### config.mk
export PLATFORM = sky130hd
export DESIGN_NAME = ft_cmd_decoder
export DESIGN_NICKNAME = d
export VERILOG_FILES = /design/src/rtl/ft_cmd_decoder_pkg.sv /design/src/rtl/ft245_rx_if.sv /design/src/rtl/ft_cmd_decoder.sv
export SDC_FILE = /design/constraint.sdc
export NUM_CORES = 1
export LEC_CHECK = 0
export ABC_AREA = 1
export ABC_CLOCK_PERIOD_IN_PS = 1540
export CAP_MARGIN = 20
export CORE_ASPECT_RATIO = 0.5
export CORE_MARGIN = 2
export CORE_UTILIZATION = 39
export CTS_CLUSTER_SIZE = 10
export DETAILED_ROUTE_END_ITERATION = 8
export SLEW_MARGIN = 20
export SYNTH_ARGS = -nofsm -noshare
export SYNTH_HDL_FRONTEND = slang
export SYNTH_SLANG_ARGS = --single-unit
### constraint.sdc
create_clock -name clk_in -period 1.54 [get_ports clk_in]
set_clock_uncertainty 0.1 [all_clocks]
set_input_delay 0.154 -clock clk_in [delete_from_list [all_inputs] [get_ports clk_in]]
set_output_delay 0.154 -clock clk_in [all_outputs]
set_load 0.01 [all_outputs]
### src/rtl/ft_cmd_decoder_pkg.sv
// Shared opcodes, FSM state types and pulse bundle for the FT232H command decoder.
package ft_cmd_decoder_pkg;

  localparam logic [7:0] OP_SET_REGISTER   = 8'h01;
  localparam logic [7:0] OP_RW_ADCONF      = 8'h02;
  localparam logic [7:0] OP_OPEN_SHUTTER   = 8'h03;
  localparam logic [7:0] OP_CLOSE_SHUTTER  = 8'h04;
  localparam logic [7:0] OP_TOGGLE_READ    = 8'h05;
  localparam logic [7:0] OP_TOGGLE_MCP     = 8'h06;

  localparam int TO_CNT_W = 17;

  typedef enum logic [2:0] {
    R_IDLE,
    R_OE,
    R_RD,
    R_REL,
    R_WAIT
  } rx_state_t;

  typedef enum logic [1:0] {
    P_CMD,
    P_ARG1,
    P_ARG2
  } parse_state_t;

  typedef struct packed {
    logic reg_wr;
    logic ad_cfg_wr;
    logic shutter_open;
    logic shutter_close;
    logic ccd_read_toggle;
    logic mcp_toggle;
    logic cmd_err;
  } pulse_t;

  function automatic logic is_arg_op(input logic [7:0] op);
    return (op == OP_SET_REGISTER) || (op == OP_RW_ADCONF);
  endfunction

endpackage

### src/rtl/ft245_rx_if.sv
// FT232H FT245-style read engine: one byte per handshake, byte_vld 1 cycle in R_REL.
// Waits in R_IDLE while byte_rdy is low; ft_rd_n is only ever low inside the ft_oe_n window.
module ft245_rx_if
  import ft_cmd_decoder_pkg::*;
#(
  parameter int RD_LOW_CYCLES = 3
) (
  input  logic       clk_in,
  input  logic       rst_n,
  input  logic [7:0] ft_bus_in,
  input  logic       ft_rxf_n,
  output logic       ft_oe_n,
  output logic       ft_rd_n,
  input  logic       byte_rdy,
  output logic       byte_vld,
  output logic [7:0] byte_dat
);

  localparam logic [3:0] RD_LAST = 4'(RD_LOW_CYCLES - 1);

  logic      rxf_meta;
  logic      rxf_sync;
  rx_state_t state;
  logic [3:0] rd_cnt;
  logic [2:0] wait_cnt;

  always_ff @(posedge clk_in or negedge rst_n) begin
    if (!rst_n) begin
      rxf_meta <= 1'b1;
      rxf_sync <= 1'b1;
    end else begin
      rxf_meta <= ft_rxf_n;
      rxf_sync <= rxf_meta;
    end
  end

  always_ff @(posedge clk_in or negedge rst_n) begin
    if (!rst_n) begin
      state    <= R_IDLE;
      ft_oe_n  <= 1'b1;
      ft_rd_n  <= 1'b1;
      byte_vld <= 1'b0;
      byte_dat <= 8'h00;
      rd_cnt   <= 4'd0;
      wait_cnt <= 3'd0;
    end else begin
      byte_vld <= 1'b0;
      case (state)
        R_IDLE: begin
          if (!rxf_sync && byte_rdy) begin
            ft_oe_n <= 1'b0;
            state   <= R_OE;
          end
        end
        R_OE: begin
          ft_rd_n <= 1'b0;
          rd_cnt  <= 4'd0;
          state   <= R_RD;
        end
        R_RD: begin
          if (rd_cnt == RD_LAST) begin
            byte_dat <= ft_bus_in;
            byte_vld <= 1'b1;
            ft_rd_n  <= 1'b1;
            ft_oe_n  <= 1'b1;
            state    <= R_REL;
          end else begin
            rd_cnt <= rd_cnt + 4'd1;
          end
        end
        R_REL: begin
          wait_cnt <= 3'd0;
          state    <= R_WAIT;
        end
        R_WAIT: begin
          // rxf_n lags the read by the synchronizer; the cap stops a stuck-low flag from hanging us.
          if (rxf_sync || (wait_cnt == 3'd7)) begin
            state <= R_IDLE;
          end else begin
            wait_cnt <= wait_cnt + 3'd1;
          end
        end
        default: begin
          state   <= R_IDLE;
          ft_oe_n <= 1'b1;
          ft_rd_n <= 1'b1;
        end
      endcase
    end
  end

endmodule

### src/rtl/ft_cmd_decoder.sv
// Host command parser over the FT245 read engine; pulses appear 1 cycle after the final byte_vld.
// Multi-byte commands abort with cmd_err if the next byte does not arrive within ARG_TIMEOUT cycles.
module ft_cmd_decoder
  import ft_cmd_decoder_pkg::*;
#(
  parameter int RD_LOW_CYCLES = 3,
  parameter int ARG_TIMEOUT   = 100000
) (
  input  logic        clk_in,
  input  logic        rst_n,
  input  logic [7:0]  ft_bus_in,
  input  logic        ft_rxf_n,
  output logic        ft_oe_n,
  output logic        ft_rd_n,
  output logic        reg_wr,
  output logic [7:0]  reg_addr,
  output logic [7:0]  reg_data,
  output logic        ad_cfg_wr,
  output logic [15:0] ad_cfg_word,
  output logic        shutter_open,
  output logic        shutter_close,
  output logic        ccd_read_toggle,
  output logic        mcp_toggle,
  output logic        cmd_err
);

  localparam logic [TO_CNT_W-1:0] TO_LAST = TO_CNT_W'(ARG_TIMEOUT - 1);

  logic                byte_vld;
  logic [7:0]          byte_dat;
  logic                byte_rdy;
  parse_state_t        pstate;
  logic [7:0]          op_q;
  logic [7:0]          addr_q;
  logic [TO_CNT_W-1:0] to_cnt;
  pulse_t              pulse_q;

  // The parser consumes any byte in the cycle it arrives, so it never stalls the reader.
  assign byte_rdy = 1'b1;

  ft245_rx_if #(
    .RD_LOW_CYCLES(RD_LOW_CYCLES)
  ) u_rx (
    .clk_in   (clk_in),
    .rst_n    (rst_n),
    .ft_bus_in(ft_bus_in),
    .ft_rxf_n (ft_rxf_n),
    .ft_oe_n  (ft_oe_n),
    .ft_rd_n  (ft_rd_n),
    .byte_rdy (byte_rdy),
    .byte_vld (byte_vld),
    .byte_dat (byte_dat)
  );

  always_ff @(posedge clk_in or negedge rst_n) begin
    if (!rst_n) begin
      pstate      <= P_CMD;
      op_q        <= 8'h00;
      addr_q      <= 8'h00;
      to_cnt      <= '0;
      pulse_q     <= '0;
      reg_addr    <= 8'h00;
      reg_data    <= 8'h00;
      ad_cfg_word <= 16'h0000;
    end else begin
      pulse_q <= '0;
      case (pstate)
        P_CMD: begin
          if (byte_vld) begin
            to_cnt <= '0;
            if (is_arg_op(byte_dat)) begin
              op_q   <= byte_dat;
              pstate <= P_ARG1;
            end else begin
              case (byte_dat)
                OP_OPEN_SHUTTER:  pulse_q.shutter_open    <= 1'b1;
                OP_CLOSE_SHUTTER: pulse_q.shutter_close   <= 1'b1;
                OP_TOGGLE_READ:   pulse_q.ccd_read_toggle <= 1'b1;
                OP_TOGGLE_MCP:    pulse_q.mcp_toggle      <= 1'b1;
                default:          pulse_q.cmd_err         <= 1'b1;
              endcase
            end
          end
        end
        P_ARG1, P_ARG2: begin
          // A byte landing on the expiry cycle still counts as on time.
          if (byte_vld) begin
            to_cnt <= '0;
            if (pstate == P_ARG1) begin
              addr_q <= byte_dat;
              pstate <= P_ARG2;
            end else begin
              if (op_q == OP_SET_REGISTER) begin
                pulse_q.reg_wr <= 1'b1;
                reg_addr       <= addr_q;
                reg_data       <= byte_dat;
              end else begin
                pulse_q.ad_cfg_wr <= 1'b1;
                ad_cfg_word       <= {addr_q, byte_dat};
              end
              op_q   <= 8'h00;
              addr_q <= 8'h00;
              pstate <= P_CMD;
            end
          end else if (to_cnt == TO_LAST) begin
            pulse_q.cmd_err <= 1'b1;
            op_q            <= 8'h00;
            addr_q          <= 8'h00;
            to_cnt          <= '0;
            pstate          <= P_CMD;
          end else begin
            to_cnt <= to_cnt + 1'b1;
          end
        end
        default: pstate <= P_CMD;
      endcase
    end
  end

  assign reg_wr          = pulse_q.reg_wr;
  assign ad_cfg_wr       = pulse_q.ad_cfg_wr;
  assign shutter_open    = pulse_q.shutter_open;
  assign shutter_close   = pulse_q.shutter_close;
  assign ccd_read_toggle = pulse_q.ccd_read_toggle;
  assign mcp_toggle      = pulse_q.mcp_toggle;
  assign cmd_err         = pulse_q.cmd_err;

endmodule

==> qor.yml <==
finish:
  multiInputGateArea_sq_um: 2080
  final_common_cell: "nand2_1"
  fillers: 961
  final_layout_size_suffix_gt1_share_pct: 31.8
  num-nets-final: 649
  areaGrowthSynthToFinish_pct: 44.3
  final_cell_mix: "107 x nand2_1, 92 x dfrtp_1, 55 x buf_4, 40 x inv_1, 40 x nor2_1"
  fin_util_pct: 58.2
  register_area_sq_um: 2430
  antenna-diode-count: 0
drt:
  wl_per_cell_um: 13.4
  top_layer: "met4"
  first_pass_iters: 4
  vias: 3650
  route.met2.wl_mm: 4.90
  drcViolationCount: 0
  drtIter0Drc: 177
  met3WireLength_um: 340
  ant_nets: 0
  vias_per_cell: 4.68
  wirelength_mm: 10.5
  drt-met1-wl_mm: 5.11
min_path:
  hp-class: "in -> reg"
yosys:
  synth_ff_type: "dfrtp_1"
  syn_area_per_cell_sq_um: 8.72
  yosys_register_bits: 97
  synth-edff-count: 0
  syn-cell-area_sq_um: 4470
  syn_nets: 531
  ys_types: 36
  synth_warnings: 0
  ys_seq_area_share_pct: 54.5
  async_flop_share_pct: 100
  synth_cells: 512
pwr:
  p_leak_nw: 3.14
  p_per_area_nw_per_um2: 1330
  peakVddDrop_v: 0.000648
timing:
  worst_pin_slew_ps: 372
  max_freq_mhz: 621
  hold_viol: 0
  holdWs_ps: 113
  slew_headroom_pct: 75.2
  setup_violations: 49
  fin_crit_ps: 1610
  finalCritPeriodShare_pct: 105
  rsz0062_at_grt: "yes"
  finalMaxSlewViolations: 0
  setup_ws_ps: -69.4
grt:
  grt_pass1_wl_mm: 16.7
  grt_pass1_vias: 3445
  antenna_found_initial: 0
  grt_max_degree: 43
  grt_util_all_layers_pct: 17.1
  grt_overflow: 0
cts:
  cts_buffer_depth: 2
  insertion_delay_ps: 340
  cts_tree: "yes"
  cts_buffers: 9
  cts.clk_slew.worst_paths_ps: 70
  htreeDepth: 3
  cts-root-buf: "clkbuf_16"
  cts_sinks: 97
critical_path:
  path_max_fanout: 7
  worstSetupPathType: "reg -> reg"
  worstPathRequired_ps: 1670
  crit_arrival_ps: 1740
  critPathLaunchType: "flop"
  end_kind: "flop"
run:
  cap_viol_max_count: 0
die:
  start_util_pct: 40.3
  rows: 27
  die_w_um: 155
  fp.coreArea_sq_um: 11100
  die_h_um: 79.7
  dieArea_sq_um: 12400
  io_pins: 52
status:
  status: "complete, but fails checks"
  violations: "negative setup slack"
placement:
  gp_congestion: 0.839
  io_buffers: 51
  place_hpwl_mm: 6.99
==> registers in the layout, summed over array words and instances (netlist names) <==
name             cells
u_rx.rd_cnt          4
u_rx.byte_vld        1
mcp_toggle           1
u_rx.byte_dat        8
shutter_close        1
u_rx.ft_oe_n         1
u_rx.ft_rd_n         1
ccd_read_toggle      1
u_rx.rxf_meta        1
pstate               2
cmd_err              1
to_cnt              17
u_rx.rxf_sync        1
op_q                 8
u_rx.state           3
ad_cfg_word         16
reg_addr             8
reg_data             8
u_rx.wait_cnt        3
addr_q               8
reg_wr               1
shutter_open         1
ad_cfg_wr            1
==> repair_timing <==
item | in CTS | in global routing
gates cloned | 0 | 3
pin swaps | 22 | 18
hold buffers | 1 | 0
hold endpoints to repair | 94 | 0
endpoints found under the setup margin | 62 | 90
setup buffers | 3 | 12
gates resized for setup | 38 | 99
==> final timing paths <==
check                      depth (start not counted)           from        endpoint  slack, ps
min in group asynchronous                          2          rst_n      to_cnt[14]        170
setup / recovery                                   8      pstate[0]  ad_cfg_word[7]        -70
setup reg to reg                                   8      pstate[0]  ad_cfg_word[7]        -70
max in group asynchronous                          3          rst_n     reg_data[7]        610
hold reg to reg                                    0  u_rx.rxf_meta   u_rx.rxf_sync        260
hold / removal                                     1       ft_rxf_n   u_rx.rxf_meta        110
==> power breakdown <==
part	switching [mW]	total (mW)	leakage, nW	internal, mW
sequential	0.254	3.13	1.32	2.88
combinational	1.87	3.27	1.69	1.40
clock	0.998	2.16	0.137	1.16
==> cells in the mapped netlist, types with 2 or more instances <==
master	n	area [sq um]
clkbuf_1	2	7.51
xor2_1	4	35.0
nand3_1	28	140
nand2_4	3	33.8
nand3b_1	2	15.0
nand2_1	131	492
o21ai_0	32	160
nor3_1	7	35.0
nand4_1	20	125
nor2_2	7	43.8
a21oi_1	4	20.0
nand2_2	3	18.8
nand3_4	3	52.6
nor2_4	3	33.8
inv_2	13	48.8
nor2_1	50	188
o21ai_1	19	95.1
ha_1	8	100
nor4_1	3	18.8
dfrtp_1	93	2330
inv_1	51	191
dfstp_2	4	105
buf_6	2	22.5
buf_2	8	40.0
==> cell type report <==
type	count	area share [%]
Sequential cell	97	37.8
Multi-Input combinational cell	336	32.2
Timing Repair Buffer	121	18.6
Inverter	65	4.12
Clock buffer	10	3.71
Tap cell	145	2.81
Clock inverter	6	0.757
==> metrics by stage <==
| step | power (mW) | instances | TNS [ps] | cell area (sq um) | worst slack [ps] |
|---|---|---|---|---|---|
| 2_1_floorplan | 4.74 | 512 | -424 | 4520 | -21.9 |
| 3_3_place_gp | 5.76 | 745 | -1360 | 5550 | -167 |
| 3_5_place_dp | 5.80 | 745 | -2350 | 5550 | -194 |
| 4_1_cts | 8.20 | 765 | -980 | 5980 | -101 |
| 5_1_grt | 9.10 | 780 | -6140 | 6440 | -135 |
| 6_report | 8.56 | 780 | -1580 | 6440 | -69.4 |
==> cells by family after synthesis <==
| family | Yosys count | synth area share (%) |
|---|---|---|
| AND/OR/NAND/NOR | 265 | 28.0 |
| flip-flops | 97 | 54.5 |
| buffers and inverters | 79 | 7.65 |
| AO/OA/AOI/OAI | 58 | 6.70 |
| adder cells (fa/ha/maj) | 8 | 2.24 |
| XOR/XNOR | 5 | 0.981 |
==> metal layers <==
| layer | track usage [%] | vias to the layer above |
|---|---|---|
| met4 | 5.23 | 0 |
| met5 | 0 | - |
| met2 | 27.0 | 53 |
| met3 | 3.75 | 9 |
| li1 | - | 1872 |
| met1 | 23.7 | 1716 |
==> worst max-delay path, stage by stage, from the launching register on <==
cell       delay, ps
dfrtp_2          420
inv_2             70
ha_4             300
nand2_4           60
nor2_4           140
nand2_4          120
clkbuf_16        190
nand2_2           50
o21ai_1           50
Note: power is estimated with default switching activity, not from simulation.
